<file path="src/rtl/rf_ctrl_pkg.sv">
// Shared constants for the register-file instruction sequencer:
// opcode/op codes, FSM state encodings, vsel encodings and instruction classes.
package rf_ctrl_pkg;

    localparam logic [2:0] OPC_MOV = 3'b110;
    localparam logic [2:0] OPC_ALU = 3'b101;

    localparam logic [1:0] OP_MOVR = 2'b00;
    localparam logic [1:0] OP_MOVI = 2'b10;
    localparam logic [1:0] OP_ADD  = 2'b00;
    localparam logic [1:0] OP_CMP  = 2'b01;
    localparam logic [1:0] OP_AND  = 2'b10;
    localparam logic [1:0] OP_MVN  = 2'b11;

    localparam logic [2:0] S_WAIT      = 3'd0;
    localparam logic [2:0] S_DECODE    = 3'd1;
    localparam logic [2:0] S_WRITE_IMM = 3'd2;
    localparam logic [2:0] S_GET_A     = 3'd3;
    localparam logic [2:0] S_GET_B     = 3'd4;
    localparam logic [2:0] S_ALU       = 3'd5;
    localparam logic [2:0] S_WRITE_REG = 3'd6;

    localparam logic [1:0] VSEL_C    = 2'b00;
    localparam logic [1:0] VSEL_IMM8 = 2'b10;

    localparam logic [2:0] CLS_ILL  = 3'd0;
    localparam logic [2:0] CLS_MOVI = 3'd1;
    localparam logic [2:0] CLS_MOVR = 3'd2;
    localparam logic [2:0] CLS_ADD  = 3'd3;
    localparam logic [2:0] CLS_CMP  = 3'd4;
    localparam logic [2:0] CLS_AND  = 3'd5;
    localparam logic [2:0] CLS_MVN  = 3'd6;

endpackage

</file>
<file path="src/rtl/rf_controller_instr_dec.sv">
// Combinational instruction decoder: splits the latched instruction into
// register fields, shift, ALU op, sign-extended immediates and a class code.
// Ports: ir_i (instruction), rn_o/rd_o/rm_o, shift_o, aluop_o,
//        sximm8_o, sximm5_o, cls_o (CLS_ILL for anything unsupported).
module instr_dec
    import rf_ctrl_pkg::*;
(
    input  logic [15:0] ir_i,
    output logic [2:0]  rn_o,
    output logic [2:0]  rd_o,
    output logic [2:0]  rm_o,
    output logic [1:0]  shift_o,
    output logic [1:0]  aluop_o,
    output logic [15:0] sximm8_o,
    output logic [15:0] sximm5_o,
    output logic [2:0]  cls_o
);

    logic [2:0] opcode;
    logic [1:0] op;

    assign opcode   = ir_i[15:13];
    assign op       = ir_i[12:11];
    assign rn_o     = ir_i[10:8];
    assign rd_o     = ir_i[7:5];
    assign shift_o  = ir_i[4:3];
    assign rm_o     = ir_i[2:0];
    assign sximm8_o = {{8{ir_i[7]}}, ir_i[7:0]};
    assign sximm5_o = {{11{ir_i[4]}}, ir_i[4:0]};

    // MOV reg shares op 00 with ADD, so it already maps to the pass-through op.
    assign aluop_o  = (opcode == OPC_ALU) ? op : 2'b00;

    always_comb begin
        cls_o = CLS_ILL;
        if (opcode == OPC_MOV) begin
            if (op == OP_MOVI)
                cls_o = CLS_MOVI;
            else if (op == OP_MOVR)
                cls_o = CLS_MOVR;
        end else if (opcode == OPC_ALU) begin
            case (op)
                OP_ADD:  cls_o = CLS_ADD;
                OP_CMP:  cls_o = CLS_CMP;
                OP_AND:  cls_o = CLS_AND;
                default: cls_o = CLS_MVN;
            endcase
        end
    end

endmodule

</file>
<file path="src/rtl/rf_controller.sv">
// Instruction sequencer driving the 8x16 register file and datapath strobes,
// one micro-step per clock. Ports: clk, reset (async, active-high), s/in
// (start + instruction), w (idle), readnum/writenum/write (register file),
// loada/loadb/loadc/loads, asel/bsel/vsel, shift/ALUop, sximm8/sximm5.
module rf_controller
    import rf_ctrl_pkg::*;
(
    input  logic        clk,
    input  logic        reset,
    input  logic        s,
    input  logic [15:0] in,
    output logic        w,
    output logic [2:0]  readnum,
    output logic [2:0]  writenum,
    output logic        write,
    output logic        loada,
    output logic        loadb,
    output logic        loadc,
    output logic        loads,
    output logic        asel,
    output logic        bsel,
    output logic [1:0]  vsel,
    output logic [1:0]  shift,
    output logic [1:0]  ALUop,
    output logic [15:0] sximm8,
    output logic [15:0] sximm5
);

    logic [15:0] ir_q, ir_d;
    logic [2:0]  state_q, state_d;

    logic [2:0]  rn, rd, rm, cls;

    instr_dec u_dec (
        .ir_i     (ir_q),
        .rn_o     (rn),
        .rd_o     (rd),
        .rm_o     (rm),
        .shift_o  (shift),
        .aluop_o  (ALUop),
        .sximm8_o (sximm8),
        .sximm5_o (sximm5),
        .cls_o    (cls)
    );

    always_ff @(posedge clk or posedge reset) begin
        if (reset) begin
            state_q <= S_WAIT;
            ir_q    <= 16'h0000;
        end else begin
            state_q <= state_d;
            ir_q    <= ir_d;
        end
    end

    always_comb begin
        state_d = state_q;
        ir_d    = ir_q;
        case (state_q)
            S_WAIT: begin
                if (s) begin
                    state_d = S_DECODE;
                    ir_d    = in;
                end
            end
            S_DECODE: begin
                case (cls)
                    CLS_MOVI:          state_d = S_WRITE_IMM;
                    CLS_MOVR, CLS_MVN: state_d = S_GET_B;
                    CLS_ADD, CLS_CMP,
                    CLS_AND:           state_d = S_GET_A;
                    default:           state_d = S_WAIT;
                endcase
            end
            S_GET_A:     state_d = S_GET_B;
            S_GET_B:     state_d = S_ALU;
            S_ALU:       state_d = (cls == CLS_CMP) ? S_WAIT : S_WRITE_REG;
            S_WRITE_IMM: state_d = S_WAIT;
            S_WRITE_REG: state_d = S_WAIT;
            default:     state_d = S_WAIT;
        endcase
    end

    // Moore decode: depends only on state_q and ir_q, never on s or in.
    always_comb begin
        w        = 1'b0;
        readnum  = 3'd0;
        writenum = 3'd0;
        write    = 1'b0;
        loada    = 1'b0;
        loadb    = 1'b0;
        loadc    = 1'b0;
        loads    = 1'b0;
        asel     = 1'b0;
        vsel     = VSEL_C;
        case (state_q)
            S_WAIT: w = 1'b1;
            S_GET_A: begin
                readnum = rn;
                loada   = 1'b1;
            end
            S_GET_B: begin
                readnum = rm;
                loadb   = 1'b1;
            end
            S_ALU: begin
                loadc = (cls != CLS_CMP);
                loads = (cls == CLS_CMP);
                asel  = (cls == CLS_MOVR);
            end
            S_WRITE_REG: begin
                writenum = rd;
                write    = 1'b1;
                vsel     = VSEL_C;
            end
            S_WRITE_IMM: begin
                writenum = rn;
                write    = 1'b1;
                vsel     = VSEL_IMM8;
            end
            default: ;
        endcase
    end

    // Immediate B operand is reserved for later instructions.
    assign bsel = 1'b0;

endmodule

</file>
<file path="config.mk">
export PLATFORM = sky130hd
export DESIGN_NAME = rf_controller
export DESIGN_NICKNAME = d
export VERILOG_FILES = /design/src/rtl/rf_ctrl_pkg.sv /design/src/rtl/rf_controller_instr_dec.sv /design/src/rtl/rf_controller.sv
export SDC_FILE = /design/constraint.sdc
export NUM_CORES = 1
export LEC_CHECK = 0
export ABC_CLOCK_PERIOD_IN_PS = 1770
export BUFFER_PORTS_ARGS = -buffer_cell sky130_fd_sc_hd__buf_2
export CORE_ASPECT_RATIO = 0.9
export CORE_MARGIN = 8
export CORE_UTILIZATION = 35
export DETAILED_ROUTE_END_ITERATION = 6
export GPL_TIMING_DRIVEN = 0
export PLACE_DENSITY = 0.66
export SKIP_LAST_GASP = 1
export SYNTH_ARGS = -nofsm -noshare
export SYNTH_HDL_FRONTEND = slang
export SYNTH_SLANG_ARGS = --single-unit
export TNS_END_PERCENT = 100
</file>
<file path="constraint.sdc">
create_clock -name clk -period 1.77 [get_ports clk]
set_clock_uncertainty 0.2 [all_clocks]
set_input_delay 0.354 -clock clk [delete_from_list [all_inputs] [get_ports clk]]
set_output_delay 0.354 -clock clk [all_outputs]
set_load 0.02 [all_outputs]
</file>
# After elaboration in Yosys (flattened, before gate mapping)
# Cells that the tools add are included.
[totals] wordCells=46 in_bits=19 ff_bits=19
[op_classes] n_mux=20 n_reduce_logical=6 eq_ne=18
[op_table] operator="3-bit == test, second input constant" n=8
[op_table] operator="3-bit one-hot mux with 3 select lines" n=2
[op_table] operator="3-bit two-way mux" n=5
[op_table] operator="3-bit one-hot mux with 5 select lines" n=1
[op_table] operator="3-bit by 2-bit == test with 1-bit output, second input constant" n=4
[op_table] operator="3-bit one-hot mux with 2 select lines" n=2
[op_table] operator="1-bit two-way mux" n=7
[op_table] operator="3-bit by 1-bit == test with 1-bit output, second input constant" n=2
[op_table] operator="2-bit two-way mux" n=3
[op_table] operator="2-bit OR reduction" n=2
[op_table] operator="3-bit logical NOT" n=1
[op_table] operator="3-bit inequality test, second input constant" n=1
[op_table] operator="3-bit OR reduction" n=1
[op_table] operator="2-bit by 1-bit == test with 1-bit output, second input constant" n=1
[op_table] operator="2-bit == test, second input constant" n=1
[op_table] operator="2-bit logical NOT" n=1
[op_table] operator="2-bit inequality test, second input constant" n=1
[op_table] operator="2-bit AND reduction" n=1

# Depth between registers and ports, before layout
# Gate-level depths: netlist (run 1).
[logic_depth] word_depth=8 depth_mapped=6

# By module
# A second synthesis (run 1) with hierarchy kept.
[hier_totals] cells_unflattened=140 area_unflattened_um2=1445.1
[by_module_without_submodules] module="rf_controller" instances=1 area_each_um2=1006.0 seq_area_each_um2=475.5 cells_each=80
[by_module_without_submodules] module="instr_dec" instances=1 area_each_um2=439.2 seq_area_each_um2=0.0 cells_each=60

# Worst setup path before layout (run 1)
# OpenSTA, ideal clock, no wires.
[synth_timing] path_kind="flip-flop to output port" from="reg ir_q[11]" to="out asel" arrival_ns=1.650 n_path_buf=0 stages_incl_launch_ff=6 path_slack_ns=-0.434 path_cell_list="dfrtp_1 -> inv_1 -> ha_1 -> nor4bb_1 -> o21a_1 -> nor3b_1"
[synth_via] elab_chain_cells=6 word_cells_on_any_way=10
[synth_lines] element="from (decl)" line="rf_controller.sv:29" rtl="logic [15:0] ir_q, ir_d;"
[synth_lines] element="from (signal assigned)" line="rf_controller.sv:52" rtl="ir_q <= ir_d;"
[synth_lines] element="2-bit == test (tied with other cells)" line="rf_controller_instr_dec.sv:37, rf_controller_instr_dec.sv:42"
[synth_lines] element="3-bit one-hot mux with 3 select lines / 2-bit two-way mux (equally long branches)" line="rf_controller_instr_dec.sv:42, rf_controller_instr_dec.sv:39"
[synth_lines] element="3-bit two-way mux (on tied branches)" line="rf_controller_instr_dec.sv:41, rf_controller_instr_dec.sv:37"
[synth_lines] element="3-bit two-way mux *" line="rf_controller_instr_dec.sv:36" rtl="if (opcode == OPC_MOV) begin"
[synth_lines] element="3-bit by 2-bit == test with 1-bit output *" line="rf_controller.sv:109" rtl="asel = (cls == CLS_MOVR);"
[synth_lines] element="1-bit two-way mux *" line="rf_controller.sv:96" rtl="case (state_q)"
[synth_lines] element="to (decl)" line="rf_controller.sv:20" rtl="output logic asel,"
# Mark *: on every way between the ends. The rest lies on a longest branch, timed or not.

# Worst setup path after layout (run 1)
# Ends and elaborated chain as after synthesis.

==> impl_metrics.toml, run 1 <==
[layout]
finish.utilization_pct = 62.7
areaGrowthSynthToFinish_pct = 72.7
fillCellCount = 312
layoutNonFillerInstCount = 275
area.sequential_um2 = 483
num-nets-final = 252
post-route-cell-area_um2 = 2310
antennaDiodeCount = 0
multi_input_comb_area_um2 = 727
drive_gt1_share_pct = 79.5

[clock_tree]
clockBufferDepth = 2
cts_tree = "yes"
cts_htree_levels = 1
path_clk_slew_ps = 70
clock_sink_count = 19
clockRootBuffer = "sky130_fd_sc_hd__clkbuf_8"
worstSkewPairLatency_ps = 250
numCtsBuffers = 3

[routing]
detailedRoute.firstPassIterationCount = 4
routedWlPerCell_um = 13.9
drtIter0Drc = 61
route.final.wire_length_um = 3830
post_drt_via_cell_ratio = 4.36
via_count = 1198
route.antenna.remaining_nets = 0
post-route-drc-count = 0

[synth]
post_synth_main_area_contributors = "sky130_fd_sc_hd__dfrtp_1, sky130_fd_sc_hd__buf_4, sky130_fd_sc_hd__mux2_2"
synth.avg_cell_area_um2 = 10.1
synth_cell_types = 35
yosys_register_bits = 19
yosys.area.top_type = "sky130_fd_sc_hd__dfrtp_1"
synthesis.area_um2 = 1340
post-synth-top-area-fraction_pct = 35.6
synth_flop_cell = "sky130_fd_sc_hd__dfrtp_1"
post_synth_inst_count = 132
asyncSetResetFlopFracSynth_pct = 100
synth-edff-count = 0
yosysWarnings = 0
synthMostInstantiatedCell = "sky130_fd_sc_hd__buf_4"
synth_commonest_cells = "sky130_fd_sc_hd__buf_4, sky130_fd_sc_hd__dfrtp_1, sky130_fd_sc_hd__mux2_2"
ys_seq_area_share_pct = 35.6

[place]
hpwl_um = 2730
place_area_um2 = 1820
place.port_buffers = 68
place_worst_setup_slack_ps = -293
routabilityCongestion = 0.777
dpl.cell_count = 247

[global_routing]
grt_pass1_wl_um = 5300
number_of_antenna_violations_at_the_first_check_in_global_routing = 0
gr-total-overflow = 0
total_routing_usage_gr_pct = 11.0
grt_start_max_net_pins = 20
grt_pass1_vias = 1111

[worst_setup_path]
worst_ep_required_time_ps = 1220
regToRegStartpoint = "ir_q[11]$_DFFE_PP0P_"
timing.critical_path.arrival_ps = 1720
path_cells = "inv_4 > ha_4 > nor4bb_4 > o21a_1 > nor3b_2 > buf_4"
path_delay_family = "simple AND/OR/NAND/NOR gates"
timing.reg2reg.setup_slack_ps = -150
critical_path.startpoint_type = "register"
worst_path_maximum_fanout = 4
critical_path.endpoint = "asel"
setup.worst_path.class = "register to output port"
endpoint_kind = "output port"
timing.critical_path.slowest_cell_delay_ps = 410
setup.worst_path.start = "ir_q[11]$_DFFE_PP0P_"
r2r-end = "state_q[2]$_DFFE_PP0P_"
crit_cells = 6
r2r.worst_path.cells = 8
critical_path.n_buffers_inverters = 2
critical_path.slowest_cell = "sky130_fd_sc_hd__dfrtp_1"

[power_and_ir_drop]
p_clk_share_pct = 5.8
p_sw_mw = 2.18
comb_power_share_pct = 74.1
design_power_total_mw = 5.12
pd_cells_nw_per_um2 = 2220
switch_share_pct = 42.6
irDropWorstVdd_mv = 0.985
cell_internal_power_mw = 2.94
power.share.sequential_pct = 20.1
power.static_leakage_nw = 1.17

[sta]
post_layout_min_period_ps = 2280
setup-violations-final = 25
worst_slew_margin_rel_pct = 52.8
fmaxAchievable_mhz = 439
finalCritPeriodShare_pct = 129
setup_repair_after_global_routing_missed_its_margin = "true"
tightestPinTransition_ps = 707
layout_setup_ws_ps = -505
slew_viol_final = 0
hold_violations = 0

[status]
status = "finished with violations"
violated_checks = "setup timing"

[floorplan]
design.core.area_um2 = 3680
core.rowCount = 21
die_h_um = 74.6
initial_utilization_pct = 36.3
die_x_um = 81.1
ioPinCount = 71
floorplan.die_area_um2 = 6050

[flow_run]
cap_viol_max_count = 0

[hold_path]
worst_hold_path_type = "input port to asynchronous set/reset pin"
==> cell families after synthesis <==
kind of cell | count (synthesis) | synth area share (%)
buffers and inverters | 46 | 24.3
AND/OR/NAND/NOR | 30 | 14.4
flip-flops | 19 | 35.6
multiplexers | 17 | 14.0
AO/OA/AOI/OAI | 15 | 7.96
adder cells (fa/ha/maj) | 3 | 2.81
other | 1 | 0.281
XOR/XNOR | 1 | 0.656
==> power by group through the flow <==
stage / clock network, mW / registers [mW] / logic (mW)
after floorplan: 0 / 0.895 / 2.23
after global placement: 0 / 0.973 / 2.86
after detailed placement: 0 / 0.985 / 2.89
after CTS: 0.312 / 0.993 / 3.21
after global routing: 0.337 / 1.07 / 4.04
final: 0.298 / 1.03 / 3.79
==> worst min-delay path by stage <==
stage	startpoint	end	slack, ps
after global routing	reset	ir_q[3]$_DFFE_PP0P_	80
after global placement	reset	ir_q[3]$_DFFE_PP0P_	310
final	reset	ir_q[3]$_DFFE_PP0P_	9
after floorplan	reset	ir_q[0]$_DFFE_PP0P_	110
after detailed placement	reset	ir_q[3]$_DFFE_PP0P_	330
after CTS	reset	ir_q[3]$_DFFE_PP0P_	40
==> area by class of cell <==
| cell class | instances | share of cell area [%] |
|---|---|---|
| Multi-Input combinational cell | 68 | 31.5 |
| Timing Repair Buffer | 92 | 28.0 |
| Sequential cell | 19 | 20.9 |
| Buffer | 40 | 14.0 |
| Tap cell | 46 | 2.49 |
| Clock buffer | 4 | 1.95 |
| Inverter | 6 | 1.08 |
==> metal layers <==
layer | wire length [µm] | part of all wire, % | global-route usage [%]
met1 | 1680 | 44 | 14.2
met2 | 1770 | 46 | 16.9
met3 | 362 | 9.5 | 4.53
met4 | 19 | 0.50 | 2.38
met5 | 0 | 0 | 0
==> placed cells by master (no fill, tap or decap), types with 3 or more instances in the layout <==
cell type and count:
sky130_fd_sc_hd__nand2_1 5, sky130_fd_sc_hd__buf_4 55, sky130_fd_sc_hd__o21ai_0 4, sky130_fd_sc_hd__mux2_4 12
sky130_fd_sc_hd__buf_6 21, sky130_fd_sc_hd__nor2_2 3, sky130_fd_sc_hd__mux2i_2 3, sky130_fd_sc_hd__clkbuf_8 3
sky130_fd_sc_hd__a22o_1 3, sky130_fd_sc_hd__buf_2 53, sky130_fd_sc_hd__dfrtp_2 6, sky130_fd_sc_hd__inv_1 3
sky130_fd_sc_hd__dfrtp_1 13
==> per-stage QoR <==
stage	TNS [ps]	hold WS, ps
2_1_floorplan	-293	105
3_3_place_gp	-924	306
3_5_place_dp	-927	325
4_1_cts	-3140	44.8
5_1_grt	-4610	76.1
6_report	-2560	8.98
==> worst reg2reg max path, cell delays in order, from the launching register on <==
cell                      delay [ps]
sky130_fd_sc_hd__dfrtp_1         390
sky130_fd_sc_hd__inv_4            70
sky130_fd_sc_hd__ha_4            290
sky130_fd_sc_hd__buf_6            90
sky130_fd_sc_hd__nor4b_4         210
sky130_fd_sc_hd__buf_4           170
sky130_fd_sc_hd__buf_6           100
sky130_fd_sc_hd__nand3_2          50
sky130_fd_sc_hd__a32o_1          240
==> flip-flops by register name, summed over array words and instances (netlist names) <==
name,count
ir_q,16
state_q,3
==> timing repair <==
item                       CTS  global route
pin swaps                    6            12
setup endpoints to repair   13            47
resized for setup           22            54
cloned                       0             1
setup buffers               12            12
hold buffers                 0             0
No activity file was read; power rests on OpenSTA's default activity.
==> run 2, diff against run 1 <==
ABC_CLOCK_PERIOD_IN_PS = 2550   (was 1770)
CORE_UTILIZATION = 30   (was 35)
CTS_CLUSTER_SIZE = 16   (was not set)
PLACE_DENSITY = 0.56   (was 0.66)
clock period = 2.55 ns   (was 1.77 ns; I/O delays follow)
==> run 2 against run 1 <==
Against the previous run:
- the flow now finishes without violations
- first-iteration DRC count decreased by 28%
- count of clock-buffer cells in the layout unchanged
- non-clock buffer count is 20 lower
- power shrank 45%
- combinational power fell by 49%
- highest routed layer is now met3
- sequential share of layout area up 4.7 points
- critical path depth did not move
- sequential power down 37%
- largest power group unchanged
- die area grew 13%
- clock power is 30% lower
- design area is 20% lower
- flip-flop and latch count is the same
==> impl_metrics.toml, run 2 (synthesis results as in run 1) <==
[layout]
max_ffs_per_register = 16
top_regs = "ir_q: 16 flops, state_q: 3 flops"
areaGrowthSynthToFinish_pct = 38.9
antennaDiodeCount = 0
num-nets-final = 232
drive_gt1_share_pct = 65.1
largest_register = "ir_q"
final_cell_mix = "sky130_fd_sc_hd__buf_2, sky130_fd_sc_hd__buf_4, sky130_fd_sc_hd__dfrtp_1"
post-route-cell-area_um2 = 1860
commonest_non_fill_non_tap_cell_in_the_layout = "sky130_fd_sc_hd__buf_2"
fillCellCount = 464

[hold_path]
worst_hold_path_type = "input port to asynchronous set/reset pin"

[sta]
slew_viol_final = 0
tightestPinTransition_ps = 742
setup-violations-final = 0
setup_repair_after_global_routing_missed_its_margin = "false"
tns_ps = 0
post_layout_min_period_ps = 2480
worst_slew_margin_rel_pct = 50.5
finalCritPeriodShare_pct = 97.1
fmaxAchievable_mhz = 404
layout_setup_ws_ps = 74.0
hold_violations = 0

[place]
hpwl_um = 2730
place_worst_setup_slack_ps = 263
place.port_buffers = 68
routabilityCongestion = 0.737
place_area_um2 = 1760

[routing]
route.antenna.remaining_nets = 0
post_drt_via_cell_ratio = 4.14
post-route-drc-count = 0
detailedRoute.firstPassIterationCount = 4
route.final.wire_length_um = 3360
drtIter0Drc = 44
via_count = 1121
routedWlPerCell_um = 12.4

[worst_setup_path]
critical_path.slowest_cell = "sky130_fd_sc_hd__dfrtp_1"
critical_path.startpoint_type = "register"
r2r.worst_path.cells = 5
setup.worst_path.class = "register to output port"
r2r-end = "ir_q[15]$_DFFE_PP0P_"
worst_path_maximum_fanout = 4
worst_ep_required_time_ps = 1840
timing.reg2reg.setup_slack_ps = 730
regToRegStartpoint = "state_q[0]$_DFFE_PP0P_"
timing.critical_path.slowest_cell_delay_ps = 370
timing.critical_path.arrival_ps = 1770
path_cells = "inv_2 > ha_2 > nor4bb_1 > o21a_1 > nor3b_2 > buf_4"
endpoint_kind = "output port"

[clock_tree]
cts_htree_levels = 1
cts_hold_buffers = 0
cts_tree = "yes"
clockRootBuffer = "sky130_fd_sc_hd__clkbuf_8"
worstSkewPairLatency_ps = 250
clock_sink_count = 19
numCtsBuffers = 3
clockBufferDepth = 2
path_clk_slew_ps = 70

[floorplan]
design.core.area_um2 = 4370
ioPinCount = 71
core.rowCount = 23
die_h_um = 79.3
floorplan.die_area_um2 = 6850
die_x_um = 86.4
initial_utilization_pct = 30.5

[global_routing]
total_routing_usage_gr_pct = 9.55
grt_start_max_net_pins = 20
grt_pass1_vias = 1135
grt_pass1_wl_um = 5400
number_of_antenna_violations_at_the_first_check_in_global_routing = 0
gr-total-overflow = 0

[status]
status = "finished, final reports clean"

[power_and_ir_drop]
pd_cells_nw_per_um2 = 1510
power.static_leakage_nw = 0.972
cell_internal_power_mw = 1.52
irDropWorstVdd_mv = 0.669
switch_share_pct = 45.8
comb_power_share_pct = 69.3
p_clk_share_pct = 7.5
power.share.sequential_pct = 23.2
p_sw_mw = 1.28

[flow_run]
cap_viol_max_count = 0
==> run 2: cell count changes in the layout (fill, tap and decap cells not counted), moves of 5 or more <==
cell                      change
sky130_fd_sc_hd__buf_2       +15
sky130_fd_sc_hd__mux2_4      -12
sky130_fd_sc_hd__nor2_1       +5
sky130_fd_sc_hd__dfrtp_2      -6
sky130_fd_sc_hd__dfrtp_1      +6
sky130_fd_sc_hd__mux2_2      +12
sky130_fd_sc_hd__buf_6       -19
sky130_fd_sc_hd__buf_4       -14
==> run 2: area by class of cell <==
class	count	area [µm²]	area share, %
sequential	19	475	25.6
tap	62	77.6	4.18
inverter	6	22.5	1.21
clock buffer	4	45.0	2.43
multi-input combinational	68	561	30.2
timing repair buffer	72	373	20.1
buffer	40	302	16.3
==> run 2: worst max-delay path by stage <==
stage	start	to	slack (ps)	depth (start not counted)
CTS	ir_q[12]$_DFFE_PP0P_	asel	3	6
floorplan	ir_q[11]$_DFFE_PP0P_	asel	190	5
detailed placement	ir_q[11]$_DFFE_PP0P_	asel	260	6
global placement	ir_q[11]$_DFFE_PP0P_	asel	260	6
finish	ir_q[11]$_DFFE_PP0P_	asel	70	6
global route	ir_q[11]$_DFFE_PP0P_	asel	7	6
==> run 2: per-stage QoR <==
step / std cells / hold slack, ps / utilization (%) / power (mW)
finish: 271 / 172 / 42.4 / 2.80
global route: 271 / 237 / 42.4 / 3.02
CTS: 267 / 208 / 41.3 / 2.79
detailed placement: 263 / 328 / 40.2 / 2.56
global placement: 263 / 326 / 40.2 / 2.55
floorplan: 133 / 261 / - / 2.05
==> run 2: routing by layer <==
metal / share of wire, % / vias to the layer above / wire length (µm) / global-route usage, %
li1: - / 566 / - / -
met1: 43 / 508 / 1450 / 10.6
met2: 45 / 47 / 1510 / 16.4
met3: 12 / 0 / 404 / 5.26
met4: 0 / 0 / 0 / 0.515
met5: 0 / - / 0 / 0
==> run 2: power groups by stage <==
stage / Combinational [mW] / Clock (mW) / Sequential, mW
6_report: 1.94 / 0.209 / 0.651
5_1_grt: 2.10 / 0.234 / 0.687
4_1_cts: 1.91 / 0.219 / 0.657
3_5_place_dp: 1.90 / 0 / 0.660
3_3_place_gp: 1.90 / 0 / 0.657
2_1_floorplan: 1.45 / 0 / 0.601
==> run 2: worst max-delay path: cells and delay by family (launching register included) <==
family          cells  cell delay (ps)
compound gates      1              190
fa+ha+maj           1              230
buf+inv             2              260
flops               1              370
simple gates        2              460
==> run 2: repair_timing <==
item	in CTS	in global routing
gates resized for setup	2	4
pin swaps	0	2
setup endpoints to repair	1	2
buffers inserted	0	4
==> run 3, diff against run 2 <==
BUFFER_PORTS_ARGS = not set   (was -buffer_cell sky130_fd_sc_hd__buf_2)
CAP_MARGIN = 20   (was not set)
DONT_BUFFER_PORTS = 1   (was not set)
PLACE_DENSITY = 0.43   (was 0.56)
==> run 3 against run 2 <==
Against the previous run:
- design area down 18%
- power is 9.2% lower
- sequential power barely moved
- wire length grew 0.92%
- clock power up 4%
- global-route usage down 0.22 points
- count of clock-buffer cells in the layout down 1
- combinational power fell by 14%
- critical path type unchanged
- flip-flop and latch count unchanged
==> impl_metrics.toml, run 3 (synthesis results as in run 1) <==
[worst_setup_path]
path_delay_family = "simple AND/OR/NAND/NOR gates"
worst_path_maximum_fanout = 5
worst_ep_required_time_ps = 1840
path_cells = "inv_2 > ha_2 > nor4bb_1 > o21a_1 > nor3b_4"
timing.critical_path.arrival_ps = 1820
setup.worst_path.class = "register to output port"
critical_path.startpoint_type = "register"
endpoint_kind = "output port"
critical_path.slowest_cell = "sky130_fd_sc_hd__dfrtp_1"
timing.critical_path.slowest_cell_delay_ps = 380
critical_path.n_buffers_inverters = 1

[sta]
hold_violations = 0
layout_setup_ws_ps = 21.5
tightestPinTransition_ps = 782
tns_ps = 0
finalCritPeriodShare_pct = 99.2
setup_repair_after_global_routing_missed_its_margin = "true"
setup-violations-final = 0
fmaxAchievable_mhz = 395
worst_slew_margin_rel_pct = 47.5
post_layout_min_period_ps = 2530
minimum_hold_slack_ps = 66.0
slew_viol_final = 0

[global_routing]
grt_pass1_wl_um = 5030
grt_start_max_net_pins = 20
total_routing_usage_gr_pct = 9.33
number_of_antenna_violations_at_the_first_check_in_global_routing = 0
grt_pass1_vias = 924
gr-total-overflow = 0

[status]
status = "finished, final reports clean"

[clock_tree]
clock_sink_count = 19
cts_tree = "yes"
clockBufferDepth = 2
path_clk_slew_ps = 80
cts_htree_levels = 1
worstSkewPairLatency_ps = 260
clockRootBuffer = "sky130_fd_sc_hd__clkbuf_8"
cts_hold_buffers = 0
numCtsBuffers = 3

[layout]
top_regs = "ir_q: 16 flops, state_q: 3 flops"
antennaDiodeCount = 0
drive_gt1_share_pct = 50.4
areaGrowthSynthToFinish_pct = 13.5
commonest_non_fill_non_tap_cell_in_the_layout = "sky130_fd_sc_hd__buf_4"
final_cell_mix = "sky130_fd_sc_hd__buf_4, sky130_fd_sc_hd__dfrtp_1, sky130_fd_sc_hd__mux2_2"
post-route-cell-area_um2 = 1520
finish.utilization_pct = 34.7
max_ffs_per_register = 16
largest_register = "ir_q"
num-nets-final = 162

[floorplan]
design.core.area_um2 = 4370
core.rowCount = 23
die_x_um = 86.4
ioPinCount = 71
die_h_um = 79.3
initial_utilization_pct = 30.5
floorplan.die_area_um2 = 6850

[power_and_ir_drop]
irDropWorstVdd_mv = 0.496
power.static_leakage_nw = 0.677
pd_cells_nw_per_um2 = 1680

[routing]
route.antenna.remaining_nets = 0
routedWlPerCell_um = 16.9
post-route-drc-count = 0
detailedRoute.firstPassIterationCount = 4
via_count = 896
route.final.wire_length_um = 3390
post_drt_via_cell_ratio = 4.46
drtIter0Drc = 36

[hold_path]
worst_hold_path_type = "input port to asynchronous set/reset pin"

[place]
routabilityCongestion = 0.725
place.port_buffers = 0
hpwl_um = 2640
place_area_um2 = 1420
place_worst_setup_slack_ps = -16.8

[flow_run]
cap_viol_max_count = 0
## run 3: through the flow
step           power, mW  std cells
2_1_floorplan       2.05        133
3_3_place_gp        2.27        195
3_5_place_dp        2.28        195
4_1_cts             2.52        199
5_1_grt             2.72        201
6_report            2.54        201
## run 3: area by class of cell
class                      instances  area (µm²)
timing repair buffer               2        15.0
clock buffer                       3        41.3
sequential                        19         475
tap                               62        77.6
multi-input combinational         68         578
inverter                           6        22.5
fill                             463        2860
buffer                            40         302
clock inverter                     1        5.00
## run 3: worst paths after layout
path                                         from                      to  slack, ps  cells after the start
min in group clk                           in[11]    ir_q[11]$_DFFE_PP0P_        180                      2
max                          ir_q[11]$_DFFE_PP0P_                    asel         20                      5
max in group asynchronous                   reset  state_q[1]$_DFFE_PP0P_       1610                      1
min reg2reg                  ir_q[10]$_DFFE_PP0P_    ir_q[10]$_DFFE_PP0P_        350                      1
max reg2reg                state_q[0]$_DFFE_PP0P_     ir_q[6]$_DFFE_PP0P_        240                      5
min                                         reset     ir_q[3]$_DFFE_PP0P_         70                      1
## run 3: what timing repair did
action	in CTS	in global routing
pin swaps	0	2
endpoints found under the setup margin	4	3
buffers inserted	0	2
gates resized for setup	2	7
## run 3: per-layer routing
| layer | track usage [%] | wire (µm) | vias to the layer above |
|---|---|---|---|
| met2 | 14.3 | 1530 | 44 |
| met3 | 5.15 | 434 | 2 |
| li1 | - | - | 423 |
| met4 | 3.09 | 17 | 0 |
| met1 | 10.8 | 1410 | 427 |
| met5 | 0 | 0 | - |
## run 3: power by group
group          leakage, nW  total, mW  switching (mW)  internal (mW)
clock network       0.0255      0.217           0.108          0.109
registers            0.227      0.653           0.198          0.455
logic                0.424       1.67           0.945          0.728
total                0.677       2.54            1.25           1.29
